--- src/rtl/cr16_control_pkg.sv ---
// Shared constants, instruction/state encodings and small helpers for the CR16-subset control sequencer.
package cr16_control_pkg;

    localparam int DATAWIDTH  = 16;
    localparam int REGWIDTH   = 4;
    localparam int ALUOPWIDTH = 4;
    localparam int PRSWIDTH   = 5;

    // psr bit positions, ordered {N,Z,F,L,C}
    localparam int PSR_N = 4;
    localparam int PSR_Z = 3;
    localparam int PSR_F = 2;
    localparam int PSR_L = 1;
    localparam int PSR_C = 0;

    typedef enum logic [2:0] {
        ST_INIT   = 3'd0,
        ST_FETCH  = 3'd1,
        ST_DECODE = 3'd2,
        ST_EXEC   = 3'd3,
        ST_MEM    = 3'd4,
        ST_HALT   = 3'd5
    } state_t;

    localparam logic [3:0] OP_RTYPE = 4'b0000;
    localparam logic [3:0] OP_ANDI  = 4'b0001;
    localparam logic [3:0] OP_ORI   = 4'b0010;
    localparam logic [3:0] OP_XORI  = 4'b0011;
    localparam logic [3:0] OP_MEMJ  = 4'b0100;
    localparam logic [3:0] OP_ADDI  = 4'b0101;
    localparam logic [3:0] OP_LSHI  = 4'b1000;
    localparam logic [3:0] OP_SUBI  = 4'b1001;
    localparam logic [3:0] OP_CMPI  = 4'b1011;
    localparam logic [3:0] OP_BCOND = 4'b1100;
    localparam logic [3:0] OP_MOVI  = 4'b1101;
    localparam logic [3:0] OP_LUI   = 4'b1111;

    localparam logic [3:0] EXT_LOAD  = 4'b0000;
    localparam logic [3:0] EXT_STOR  = 4'b0100;
    localparam logic [3:0] EXT_JAL   = 4'b1000;
    localparam logic [3:0] EXT_JCOND = 4'b1100;

    localparam logic [3:0] ALU_MOV = 4'b1101;

    localparam logic [1:0] WB_PC1  = 2'd0;
    localparam logic [1:0] WB_COND = 2'd1;
    localparam logic [1:0] WB_ALU  = 2'd2;
    localparam logic [1:0] WB_MEM  = 2'd3;

    function automatic logic [15:0] sext8(input logic [7:0] v);
        return {{8{v[7]}}, v};
    endfunction

endpackage

--- src/rtl/cr16_control_cond_check.sv ---
// cond_check: evaluates a 4-bit branch condition against the latched PSR.
module cond_check
    import cr16_control_pkg::*;
(
    input  logic [PRSWIDTH-1:0] psr,
    input  logic [3:0]          cond,
    output logic                taken
);

    // Condition decode; unlisted codes are never taken
    always_comb begin
        case (cond)
            4'b0000: taken = psr[PSR_Z];
            4'b0001: taken = ~psr[PSR_Z];
            4'b0010: taken = psr[PSR_C];
            4'b0011: taken = ~psr[PSR_C];
            4'b0100: taken = psr[PSR_L];
            4'b0101: taken = ~psr[PSR_L];
            4'b0110: taken = psr[PSR_N];
            4'b0111: taken = ~psr[PSR_N];
            4'b1000: taken = psr[PSR_F];
            4'b1001: taken = ~psr[PSR_F];
            4'b1110: taken = 1'b1;
            default: taken = 1'b0;
        endcase
    end

endmodule

--- src/rtl/cr16_control.sv ---
// cr16_control: multi-cycle fetch/decode/exec/mem sequencer driving reg_alu.
// Optional feature: ILLEGAL_TRAP_EN sends undefined instructions to a sticky HALT state.
module cr16_control
    import cr16_control_pkg::*;
(
    input  logic                  clk,
    input  logic                  reset,
    input  logic [DATAWIDTH-1:0]  mem_rdata,
    input  logic                  mem_ready,
    input  logic [DATAWIDTH-1:0]  dSrc,
    input  logic [DATAWIDTH-1:0]  dDst,
    input  logic [PRSWIDTH-1:0]   psrOut,
    output logic                  mem_req,
    output logic                  mem_we,
    output logic [DATAWIDTH-1:0]  mem_addr,
    output logic [DATAWIDTH-1:0]  mem_wdata,
    output logic                  write,
    output logic                  IMM_MUX,
    output logic [1:0]            WB_MUX,
    output logic [REGWIDTH-1:0]   rSrc,
    output logic [REGWIDTH-1:0]   rDst,
    output logic [ALUOPWIDTH-1:0] aluOp,
    output logic [DATAWIDTH-1:0]  imm,
    output logic [DATAWIDTH-1:0]  pc1,
    output logic [PRSWIDTH-1:0]   psr,
    output logic                  halted
);

    state_t state_r, state_nxt_s;
    logic [DATAWIDTH-1:0] pc_r, ir_r, pc1_s, pc_nxt_s;
    logic [PRSWIDTH-1:0]  psr_r;
    logic [3:0] op_s, ext_s;
    logic is_rtype_s, is_itype_s, is_lui_s, is_load_s, is_stor_s;
    logic is_jal_s, is_jcond_s, is_bcond_s, illegal_s, taken_s;
    logic wr_exec_s, latch_psr_s, dec_imm_mux_s;
    logic [1:0]  dec_wb_mux_s;
    logic [3:0]  dec_alu_op_s;
    logic [15:0] dec_imm_s;

    assign op_s       = ir_r[15:12];
    assign ext_s      = ir_r[7:4];
    assign pc1_s      = pc_r + 16'd1;
    assign is_rtype_s = (op_s == OP_RTYPE);
    assign is_lui_s   = (op_s == OP_LUI);
    assign is_bcond_s = (op_s == OP_BCOND);
    assign is_load_s  = (op_s == OP_MEMJ) && (ext_s == EXT_LOAD);
    assign is_stor_s  = (op_s == OP_MEMJ) && (ext_s == EXT_STOR);
    assign is_jal_s   = (op_s == OP_MEMJ) && (ext_s == EXT_JAL);
    assign is_jcond_s = (op_s == OP_MEMJ) && (ext_s == EXT_JCOND);

    cond_check u_cond_check (
        .psr   (psr_r),
        .cond  (ir_r[11:8]),
        .taken (taken_s)
    );

    // Opcode classification
    always_comb begin
        is_itype_s = 1'b0;
        illegal_s  = 1'b0;
        case (op_s)
            OP_ANDI, OP_ORI, OP_XORI, OP_ADDI,
            OP_LSHI, OP_SUBI, OP_CMPI, OP_MOVI: is_itype_s = 1'b1;
            4'b0110, 4'b0111, 4'b1010, 4'b1110: illegal_s = 1'b1;
            OP_MEMJ: illegal_s = ~(is_load_s | is_stor_s | is_jal_s | is_jcond_s);
            default: illegal_s = 1'b0;
        endcase
    end

    // Datapath controls decoded from IR
    always_comb begin
        dec_alu_op_s  = 4'h0;
        dec_imm_s     = 16'h0000;
        dec_imm_mux_s = 1'b0;
        dec_wb_mux_s  = WB_PC1;
        wr_exec_s     = 1'b0;
        latch_psr_s   = 1'b0;
        if (is_rtype_s) begin
            dec_alu_op_s = ext_s;
            dec_wb_mux_s = WB_ALU;
            wr_exec_s    = 1'b1;
            latch_psr_s  = 1'b1;
        end else if (is_itype_s) begin
            dec_alu_op_s  = op_s;
            dec_imm_s     = sext8(ir_r[7:0]);
            dec_imm_mux_s = 1'b1;
            dec_wb_mux_s  = WB_ALU;
            wr_exec_s     = (op_s != OP_CMPI);
            latch_psr_s   = 1'b1;
        end else if (is_lui_s) begin
            dec_alu_op_s  = ALU_MOV;
            dec_imm_s     = {ir_r[7:0], 8'h00};
            dec_imm_mux_s = 1'b1;
            dec_wb_mux_s  = WB_ALU;
            wr_exec_s     = 1'b1;
        end else if (is_load_s) begin
            dec_wb_mux_s = WB_MEM;
        end else if (is_jal_s) begin
            wr_exec_s = 1'b1;
        end else begin
            wr_exec_s = 1'b0;
        end
    end

    // PC value committed in EXEC
    always_comb begin
        if (is_jal_s || (is_jcond_s && taken_s)) begin
            pc_nxt_s = dSrc;
        end else if (is_bcond_s && taken_s) begin
            pc_nxt_s = pc_r + sext8(ir_r[7:0]);
        end else begin
            pc_nxt_s = pc1_s;
        end
    end

    // State register
    always_ff @(posedge clk or posedge reset) begin
        if (reset) begin
            state_r <= ST_INIT;
        end else begin
            state_r <= state_nxt_s;
        end
    end

    // PC, IR and PSR registers
    always_ff @(posedge clk or posedge reset) begin
        if (reset) begin
            pc_r  <= 16'h0000;
            ir_r  <= 16'h0000;
            psr_r <= 5'b00000;
        end else begin
            if (state_r == ST_FETCH && mem_ready) begin
                ir_r <= mem_rdata;
            end
            if (state_r == ST_EXEC) begin
                pc_r <= pc_nxt_s;
                if (latch_psr_s) begin
                    psr_r <= psrOut;
                end
            end
        end
    end

    // Next-state logic
    always_comb begin
        case (state_r)
            ST_INIT:   state_nxt_s = ST_FETCH;
            ST_FETCH:  state_nxt_s = mem_ready ? ST_DECODE : ST_FETCH;
`ifdef ILLEGAL_TRAP_EN
            ST_DECODE: state_nxt_s = illegal_s ? ST_HALT : ST_EXEC;
`else
            ST_DECODE: state_nxt_s = ST_EXEC;
`endif
            ST_EXEC:   state_nxt_s = (is_load_s || is_stor_s) ? ST_MEM : ST_FETCH;
            ST_MEM:    state_nxt_s = mem_ready ? ST_FETCH : ST_MEM;
            ST_HALT:   state_nxt_s = ST_HALT;
            default:   state_nxt_s = ST_INIT;
        endcase
    end

    // Output logic: decoded controls are only presented once IR holds the current instruction
    always_comb begin
        mem_req   = 1'b0;
        mem_we    = 1'b0;
        mem_addr  = 16'h0000;
        mem_wdata = 16'h0000;
        write     = 1'b0;
        IMM_MUX   = 1'b0;
        WB_MUX    = WB_PC1;
        rSrc      = 4'h0;
        rDst      = 4'h0;
        aluOp     = 4'h0;
        imm       = 16'h0000;
        case (state_r)
            ST_FETCH: begin
                mem_req  = 1'b1;
                mem_addr = pc_r;
            end
            ST_DECODE, ST_EXEC, ST_MEM: begin
                rSrc    = ir_r[3:0];
                rDst    = ir_r[11:8];
                aluOp   = dec_alu_op_s;
                imm     = dec_imm_s;
                IMM_MUX = dec_imm_mux_s;
                WB_MUX  = dec_wb_mux_s;
                if (state_r == ST_EXEC) begin
                    write = wr_exec_s & ~illegal_s;
                end else if (state_r == ST_MEM) begin
                    mem_req   = 1'b1;
                    mem_addr  = dSrc;
                    mem_we    = is_stor_s;
                    mem_wdata = is_stor_s ? dDst : 16'h0000;
                    write     = is_load_s & mem_ready;
                end else begin
                    write = 1'b0;
                end
            end
            default: mem_req = 1'b0;
        endcase
    end

    assign pc1 = pc1_s;
    assign psr = psr_r;
`ifdef ILLEGAL_TRAP_EN
    assign halted = (state_r == ST_HALT);
`else
    assign halted = 1'b0;
`endif

endmodule

--- config.mk ---
export PLATFORM = sky130hd
export DESIGN_NAME = cr16_control
export DESIGN_NICKNAME = d
export VERILOG_FILES = /design/src/rtl/cr16_control_pkg.sv /design/src/rtl/cr16_control_cond_check.sv /design/src/rtl/cr16_control.sv
export SDC_FILE = /design/constraint.sdc
export NUM_CORES = 1
export LEC_CHECK = 0
export BUFFER_PORTS_ARGS = -buffer_cell sky130_fd_sc_hd__buf_2
export CAP_MARGIN = 20
export CORE_MARGIN = 4
export CORE_UTILIZATION = 50
export CTS_CLUSTER_DIAMETER = 60
export DETAILED_ROUTE_END_ITERATION = 12
export HOLD_SLACK_MARGIN = 0.02
export PLACE_DENSITY = 0.91
export SKIP_CTS_REPAIR_TIMING = 1
export SLEW_MARGIN = 20
export SYNTH_ARGS = -nofsm -noshare
export SYNTH_HDL_FRONTEND = slang
export SYNTH_SLANG_ARGS = --single-unit
--- constraint.sdc ---
create_clock -name clk -period 2.65 [get_ports clk]
set_input_delay 0.3975 -clock clk [delete_from_list [all_inputs] [get_ports clk]]
set_output_delay 0.3975 -clock clk [all_outputs]
set_load 0.01 [all_outputs]
==> results of run 1 <==
==> flip-flops by register name, summed over array words and instances, names as in the netlist <==
signal / count
ir_r: 16
pc_r: 16
psr: 5
state_r: 3
==> logic make-up after synthesis <==
logic type	after synthesis	share of synthesized area (%)
multiplexers	23	7.11
flip-flops	40	26.9
adder cells (fa/ha/maj)	17	5.93
AO/OA/AOI/OAI	134	23.7
XOR/XNOR	26	6.13
buffers and inverters	43	5.46
AND/OR/NAND/NOR	180	24.6
other	1	0.101
==> layout by cell type (no fill, tap or decap), drive strengths merged, types with 14 or more instances in the layout <==
cell / count
nand2: 47
mux2: 17
dfrtp: 40
inv: 14
xnor2: 14
a22o: 16
and2: 26
nand3: 19
nor2: 36
a21oi: 39
buf: 165
o21ai: 32
ha: 16
==> layout make-up <==
cell class / instances / area (µm²)
timing repair buffer: 165 / 883
clock inverter: 2 / 60.1
sequential: 40 / 1000
tap: 99 / 124
inverter: 14 / 52.6
multi-input combinational: 381 / 2520
clock buffer: 5 / 68.8
fill: 632 / 2540
==> cells in the mapped netlist, drive strengths merged (7+ instances only) <==
cell type | instances | area (µm²)
nor2b | 8 | 50.1
xnor2 | 14 | 123
dfrtp | 40 | 1000
mux2 | 17 | 191
xor2 | 12 | 105
clkbuf | 20 | 75.1
ha | 16 | 200
or2 | 7 | 43.8
nand3 | 19 | 95.1
a21oi | 39 | 195
inv | 14 | 52.6
a22o | 16 | 140
nand2 | 47 | 176
and2 | 26 | 163
nor3 | 11 | 71.3
o21ai | 32 | 160
nor2 | 36 | 135
a211oi | 9 | 67.6
buf | 9 | 75.1
==> per-stage QoR <==
step / instance area (µm²) / setup WS (ns) / power, mW / TNS, ns
after global routing: 4720 / 0.0199 / 6.62 / 0
after detailed placement: 4560 / 0.188 / 5.44 / 0
after global placement: 4560 / 0.301 / 5.33 / 0
after CTS: 4690 / -0.000974 / 6.07 / -0.000974
final: 4720 / 0.118 / 6.14 / 0
after floorplan: 3710 / 0.375 / 4.12 / 0
==> final timing paths <==
kind,startpoint,endpoint,cells past startpoint
max,pc_r[3]$_DFFE_PP0P_,pc_r[13]$_DFFE_PP0P_,8
min,reset,pc_r[10]$_DFFE_PP0P_,3
max reg2reg,pc_r[3]$_DFFE_PP0P_,pc_r[13]$_DFFE_PP0P_,8
min reg2reg,state_r[2]$_DFF_PP0_,state_r[1]$_DFF_PP0_,1
max in group asynchronous,reset,ir_r[14]$_DFFE_PP0P_,3
min in group clk,mem_rdata[10],ir_r[10]$_DFFE_PP0P_,3
==> worst register-to-register path, cell delays in order (launching register included) <==
cell	delay, ns
dfrtp_1	0.47
ha_1	0.41
a21oi_1	0.21
o21ai_0	0.11
or3b_2	0.52
o2111ai_1	0.28
a21oi_1	0.10
nand3b_1	0.17
a31oi_1	0.19
==> report_power, final <==
group	leakage [nW]	internal, mW	switching (mW)
Combinational	1.76	1.82	2.39
Clock	0.0642	0.371	0.232
Sequential	0.485	0.886	0.439
==> layer usage <==
layer | up-vias | GRT usage [%]
met5 | - | 0
met4 | 0 | 7.82
met3 | 30 | 4.65
met2 | 215 | 49.3
met1 | 1945 | 35.4
li1 | 1948 | -
==> impl_results.md, run 1 <==
* Ys flop type: dfrtp_1
* Count of final setup violators at 0
* Met1 wire length at 5050 µm
* Synthesized Nets at 537
* Vias per inst at 5.86
* EDFF count, synth at 0
* Largest net degree at the start of global routing at 41
* Total core area at 0.00725 mm²
* Crit. End Element: flop
* Wirelength per Cell at 17.8 µm
* Routability congestion estimate at 1.02
* Hold Vio Cnt, Final at 0
* Row cnt at 31
* Clock Skews at 0.00883 ns
* Min-delay worst type: input port to async pin
* Slowest cell on the critical path: or3b_2
* Worst Path Buf+Inv at 0
* Critical Path Start Type: flop
* Max cap viols at 0
* Setup CP Type: flop to flop
* Synthesized area per cell at 8.01 µm²
* CP max FO at 7
* Post-synth ARST share at 100%
* Initial antenna violation count at 0
* Cells after DPL at 698
* Worst-margin pin slew at 0.583 ns
* Num CTS Buffers at 5
* Ratio of cells with drive above 1 in the final layout at 33.8%
* Unique masters post-synth at 62
* Buffers on Ports at 142
* Die Y at 94.2 µm
* RSZ-0062 raised after global routing: no
* Tcrit/Tclk final at 95.5%
* First-pass GRT wire length at 19700 µm
* # diodes at 0
* VDD IR max at 0.720 mV
* Status: completed
* Yosys warns at 0
* CTS tree: built
* Die ar. at 0.00887 mm²
* Final Instance Count excl. Fillers at 706
* Hold WS at 0.236 ns
* Worst slew margin at 61.1%
* Seq/Total Area, Yosys at 26.9%
* CTS Sinks at 40
* Mapped Cells at 464
* Initial Util at 51.2%
* Pwr/cell area at 1300 mW/mm²
* CP Data Required Time at 2.86 ns
* WL met2 at 6280 µm
* CP top delay family: compound AO/OA/AOI/OAI gates
* HPWL after DPL at 9730 µm
* Maximum root-to-sink buffer count at 2
* Antenna viol nets, final at 0
* Later-pin clock latency in the skew report at 0.30 ns
* Max Fclk at 395 MHz
* Drc violations at 0
* Crit path DAT at 2.75 ns
* H-tree depth at 2
* GR Util All Layers at 28.1%
* Register bit total from synthesis at 40
* Worst stage delay on the critical path at 0.52 ns
* Grt ovf at 0
* Final Critical Period at 2.53 ns
* Root Buffer: clkbuf_8
* 1st-pass router iterations at 5
* Crit-path cells: ha_1 > a21oi_1 > o21ai_0 > or3b_2 > o2111ai_1 > a21oi_1 > nand3b_1 > a31oi_1
* Vias in the first global route at 3920
* Area growth, synth to finish at 26.9%
* # IOs at 144
* Via count at 4138
* Clock transition at path regs at 0.08 ns
* Total Wirelength at 12600 µm
* Die Span X at 94.2 µm
* CP most frequent cell: a21oi_1
* Layout Nets at 680
* Final core occ at 65.0%
* FF-to-FF setup slack at 0.12 ns
* Max-slew violations at 0
* Uppermost routed layer: met4
* WL met3 at 1010 µm
* Leak at 2.31 nW
* Initial drt markers at 320
* Cell area after synthesis at 0.00371 mm²
Power figures use the tool's default switching activity.
==> run 2: changes to the inputs <==
==> constraint.sdc (replaced) <==
create_clock -name clk -period 2.65 [get_ports clk]
set_input_delay 0.53 -clock clk [delete_from_list [all_inputs] [get_ports clk]]
set_output_delay 0.53 -clock clk [all_outputs]
set_load 0.01 [all_outputs]
==> impl_results.md, run 2 (synthesis gave the netlist of run 1 again) <==
* # diodes at 0
* Antenna viol nets, final at 0
* Max cap viols at 0
* Num CTS Buffers at 5
* H-tree depth at 2
* Layout Nets at 677
* Clock transition at path regs at 0.09 ns
* Die Y at 94.2 µm
* CTS tree: built
* Worst slew margin at 61.0%
* Initial Util at 51.2%
* Wirelength per Cell at 17.7 µm
* Buffers on Ports at 142
* Ratio of cells with drive above 1 in the final layout at 34.5%
* Worst r2r src: ir_r[10]$_DFFE_PP0P_
* First-pass GRT wire length at 19400 µm
* Routability congestion estimate at 0.997
* Die ar. at 0.00887 mm²
* Critical Path Source: state_r[0]$_DFF_PP0_
* Critical Path Start Type: flop
* # fillers at 641
* Drc violations at 0
* Total power at 6.10 mW
* Setup CP Type: flop to output pin
* Tcrit/Tclk final at 96.8%
* HPWL after DPL at 9650 µm
* Total core area at 0.00725 mm²
* Hold Vio Cnt, Final at 0
* GR Util All Layers at 27.4%
* Row cnt at 31
* Initial drt markers at 246
* Maximum root-to-sink buffer count at 2
* Max-slew violations at 0
* CTS Sinks at 40
* Pwr/cell area at 1300 mW/mm²
* CP max FO at 11
* Multi-input combinational cell area at 0.00255 mm²
* Die Span X at 94.2 µm
* Final Critical Period at 2.57 ns
* Vias per inst at 5.88
* Crit path DAT at 2.04 ns
* Most frequent cells in the layout: 142 x buf_2, 47 x nand2_1, 37 x a21oi_1, 35 x dfrtp_1, 34 x nor2_1
* Leak at 2.28 nW
* Status: completed
* CP Data Required Time at 2.12 ns
* VDD IR max at 0.653 mV
* # IOs at 144
* Most common library cell in the layout ignoring fill and taps: buf_2
* Final Cell Area at 0.00470 mm²
* Count of final setup violators at 0
* 1st-pass router iterations at 5
* Grt ovf at 0
* Reg area at 0.00101 mm²
* Crit. End Element: output pin
* Area growth, synth to finish at 26.6%
* Clock Skews at 0.00965 ns
* Total Wirelength at 12500 µm
* Largest net degree at the start of global routing at 41
* Min-delay worst type: input port to async pin
* Placement Cell Area at 0.00454 mm²
* Max Fclk at 390 MHz
* Via count at 4140
* Worst-margin pin slew at 0.584 ns
* Vias in the first global route at 3954
* Initial antenna violation count at 0
* Root Buffer: clkbuf_8
* Later-pin clock latency in the skew report at 0.30 ns
run 2: path summary, 6_finish.rpt:
check                           depth (start not counted)  slack [ns]              endpoint
min in group clk                                        3        0.45  ir_r[11]$_DFFE_PP0P_
worst min register to register                          1        0.52  state_r[1]$_DFF_PP0_
worst min-delay path                                    3        0.35  pc_r[14]$_DFFE_PP0P_
max in group asynchronous                               3        1.89  ir_r[13]$_DFFE_PP0P_
worst max-delay path                                    8        0.08               imm[14]
worst max register to register                          7        0.20   pc_r[8]$_DFFE_PP0P_
run 2: power by group:
| group | internal (mW) | switching (mW) | leakage [nW] | total [mW] |
|---|---|---|---|---|
| Sequential | 0.892 | 0.474 | 0.481 | 1.37 |
| Combinational | 1.82 | 2.40 | 1.75 | 4.22 |
| Clock | 0.280 | 0.232 | 0.0552 | 0.512 |
| Total | 2.99 | 3.11 | 2.28 | 6.10 |
run 2: area by class of cell:
| type | count | area share [%] |
|---|---|---|
| multi-input cells | 381 | 54.3 |
| clock inverters | 2 | 0.745 |
| well taps | 99 | 2.63 |
| inverters | 14 | 1.12 |
| flip-flops and latches | 40 | 21.4 |
| clock buffers | 6 | 1.54 |
| repair buffers | 162 | 18.3 |
run 2: stage by stage:
stage | TNS (ns) | cells | hold slack (ns) | worst slack, ns | util [%]
final | 0 | 704 | 0.351 | 0.0848 | 64.9
after global routing | -0.0690 | 704 | 0.405 | -0.0518 | 64.9
after CTS | -1.34 | 703 | 0.375 | -0.178 | 64.1
after detailed placement | 0 | 695 | 0.494 | 0.157 | 62.6
after global placement | 0 | 695 | 0.485 | 0.289 | 62.6
after floorplan | 0 | 464 | 0.464 | 0.248 | -
run 2: metal layers:
layer	share of wire [%]	global-route usage [%]	routed length [µm]	vias up
met5	0	0	0	-
met4	3.5	11.6	436	0
met3	6.5	4.33	815	32
met2	49	46.0	6110	208
met1	41	34.8	5130	1963
li1	-	-	-	1937
run 2: worst max-delay path: stages (launching register included):
cell	delay (ns)
dfrtp_1	0.44
inv_2	0.11
nand2_1	0.10
nor2_2	0.15
a21oi_1	0.08
or2_4	0.34
a21oi_4	0.16
a21boi_1	0.21
buf_2	0.16
==> run 3: changes to the inputs <==
--- a/config.mk
+++ b/config.mk
@@ -7,7 +7,7 @@
 export LEC_CHECK = 0
 export BUFFER_PORTS_ARGS = -buffer_cell sky130_fd_sc_hd__buf_2
 export CAP_MARGIN = 20
-export CORE_MARGIN = 4
+export CORE_MARGIN = 10
 export CORE_UTILIZATION = 50
 export CTS_CLUSTER_DIAMETER = 60
 export DETAILED_ROUTE_END_ITERATION = 12
==> impl_results.md, run 3 (synthesis gave the netlist of run 1 again) <==
* Status: completed
* Initial antenna violation count at 0
* Clock power frac at 9.8%
* VDD IR max at 0.731 mV
* Largest net degree at the start of global routing at 41
* Worst stage delay on the critical path at 0.45 ns
* Most common library cell in the layout ignoring fill and taps: buf_2
* CTS Sinks at 40
* Buffers on Ports at 142
* Logic pwr share at 68.5%
* Worst R2R Path Depth at 8
* Final core occ at 65.5%
* Initial Util at 51.2%
* Wirelength per Cell at 18.9 µm
* Total core area at 0.00725 mm²
* CP Data Required Time at 2.12 ns
* H-tree depth at 2
* Crit-path cells: inv_2 > nand2_1 > nor2_1 > a21oi_1 > or2_4 > a21oi_2 > a21boi_1 > buf_2
* Antenna viol nets, final at 0
* Placement Setup Slack at 0.213 ns
* Sequential Power Share at 21.7%
* # IOs at 144
* Vias in the first global route at 4200
* Clock Skews at 0.00841 ns
* Initial drt markers at 298
* Root Buffer: clkbuf_8
* CP max FO at 11
* Slowest cell on the critical path: dfrtp_2
* First-pass GRT wire length at 21500 µm
* Most frequent cells in the layout: 142 x buf_2, 47 x nand2_1, 37 x a21oi_1, 36 x dfrtp_1, 35 x nor2_1
* Tcrit/Tclk final at 95.6%
* Switching pwr at 3.10 mW
* Met1 wire length at 5280 µm
* Drc violations at 0
* Clock transition at path regs at 0.09 ns
* Worst-margin pin slew at 0.593 ns
* Max cap viols at 0
* Die Span X at 106 µm
* Crit path DAT at 2.00 ns
* Pwr/cell area at 1310 mW/mm²
* Final Instance Count excl. Fillers at 707
* Routability congestion estimate at 0.979
* Switch share at 49.8%
* Uppermost routed layer: met4
* RSZ-0062 raised after global routing: no
* Num CTS Buffers at 5
* GR Util All Layers at 22.7%
* Grt ovf at 0
* Stages on the worst setup path at 8
* Setup TNS at 0 ns
* Worst Path Buf+Inv at 2
* Row cnt at 31
* HPWL after DPL at 10400 µm
* Final Critical Period at 2.53 ns
* Min-delay worst type: input port to async pin
* Total Wirelength at 13400 µm
* Internal Power at 3.12 mW
* WL met2 at 6740 µm
* Maximum root-to-sink buffer count at 2
* Setup CP Type: flop to output pin
* Critical Path Start Type: flop
* # diodes at 0
* Cells after DPL at 699
* Vias per inst at 5.86
* CTS tree: built
* Leak at 2.31 nW
* WL met3 at 1050 µm
* Setup ws final at 0.118 ns
* 1st-pass router iterations at 5
* Crit. End Element: output pin
* Later-pin clock latency in the skew report at 0.30 ns
* Area growth, synth to finish at 28.0%
* Hold Vio Cnt, Final at 0
* Hold WS at 0.362 ns
* Max-slew violations at 0
* Via count at 4145
* Die ar. at 0.0113 mm²
* CP top delay family: simple AND/OR/NAND/NOR gates
* Ratio of cells with drive above 1 in the final layout at 35.4%
* Worst slew margin at 60.4%
* Count of final setup violators at 0
* Die Y at 106 µm
* Max Fclk at 395 MHz
* Layout Nets at 681
==> run 3: worst register-to-register path: stages (launching register included) <==
cell       delay [ns]
dfrtp_1          0.46
ha_1             0.39
a21oi_1          0.19
o21ai_0          0.11
or3b_2           0.52
o2111ai_1        0.28
a21o_1           0.15
nand3_1          0.07
a31o_1           0.20
==> run 3: final cells by class <==
type	count	area (µm²)
clock inverter	2	60.1
inverter	14	52.6
fill	644	2500
clock buffer	5	68.8
tap	99	124
sequential	40	1010
timing repair buffer	166	891
multi-input combinational	381	2550
==> run 3: worst paths after layout <==
kind | endpoint | startpoint | slack, ns
worst max-delay path | imm[14] | state_r[0]$_DFF_PP0_ | 0.12
worst min-delay path | pc_r[10]$_DFFE_PP0P_ | reset | 0.36
worst max register to register | pc_r[15]$_DFFE_PP0P_ | pc_r[3]$_DFFE_PP0P_ | 0.18
worst min register to register | state_r[1]$_DFF_PP0_ | state_r[2]$_DFF_PP0_ | 0.50
max in group asynchronous | state_r[0]$_DFF_PP0_ | reset | 1.84
min in group clk | ir_r[10]$_DFFE_PP0P_ | mem_rdata[10] | 0.44
==> run 3: through the flow <==
step	power (mW)	instance area, µm²
global route	6.73	4750
detailed placement	5.48	4570
floorplan	4.12	3710
CTS	6.11	4700
finish	6.22	4750
global placement	5.41	4570
==> run 3: power by group through the flow <==
stage	combinational (mW)	clock [mW]	sequential, mW
floorplan	2.92	0	1.20
global placement	4.12	0	1.29
detailed placement	4.15	0	1.33
CTS	4.18	0.613	1.32
global route	4.69	0.644	1.40
finish	4.27	0.609	1.35
==> run 3: layer usage <==
metal	up-vias	GRT usage, %
met5	-	0
met4	0	7.06
met3	19	4.95
met2	189	39.7
met1	1986	27.1
li1	1951	-
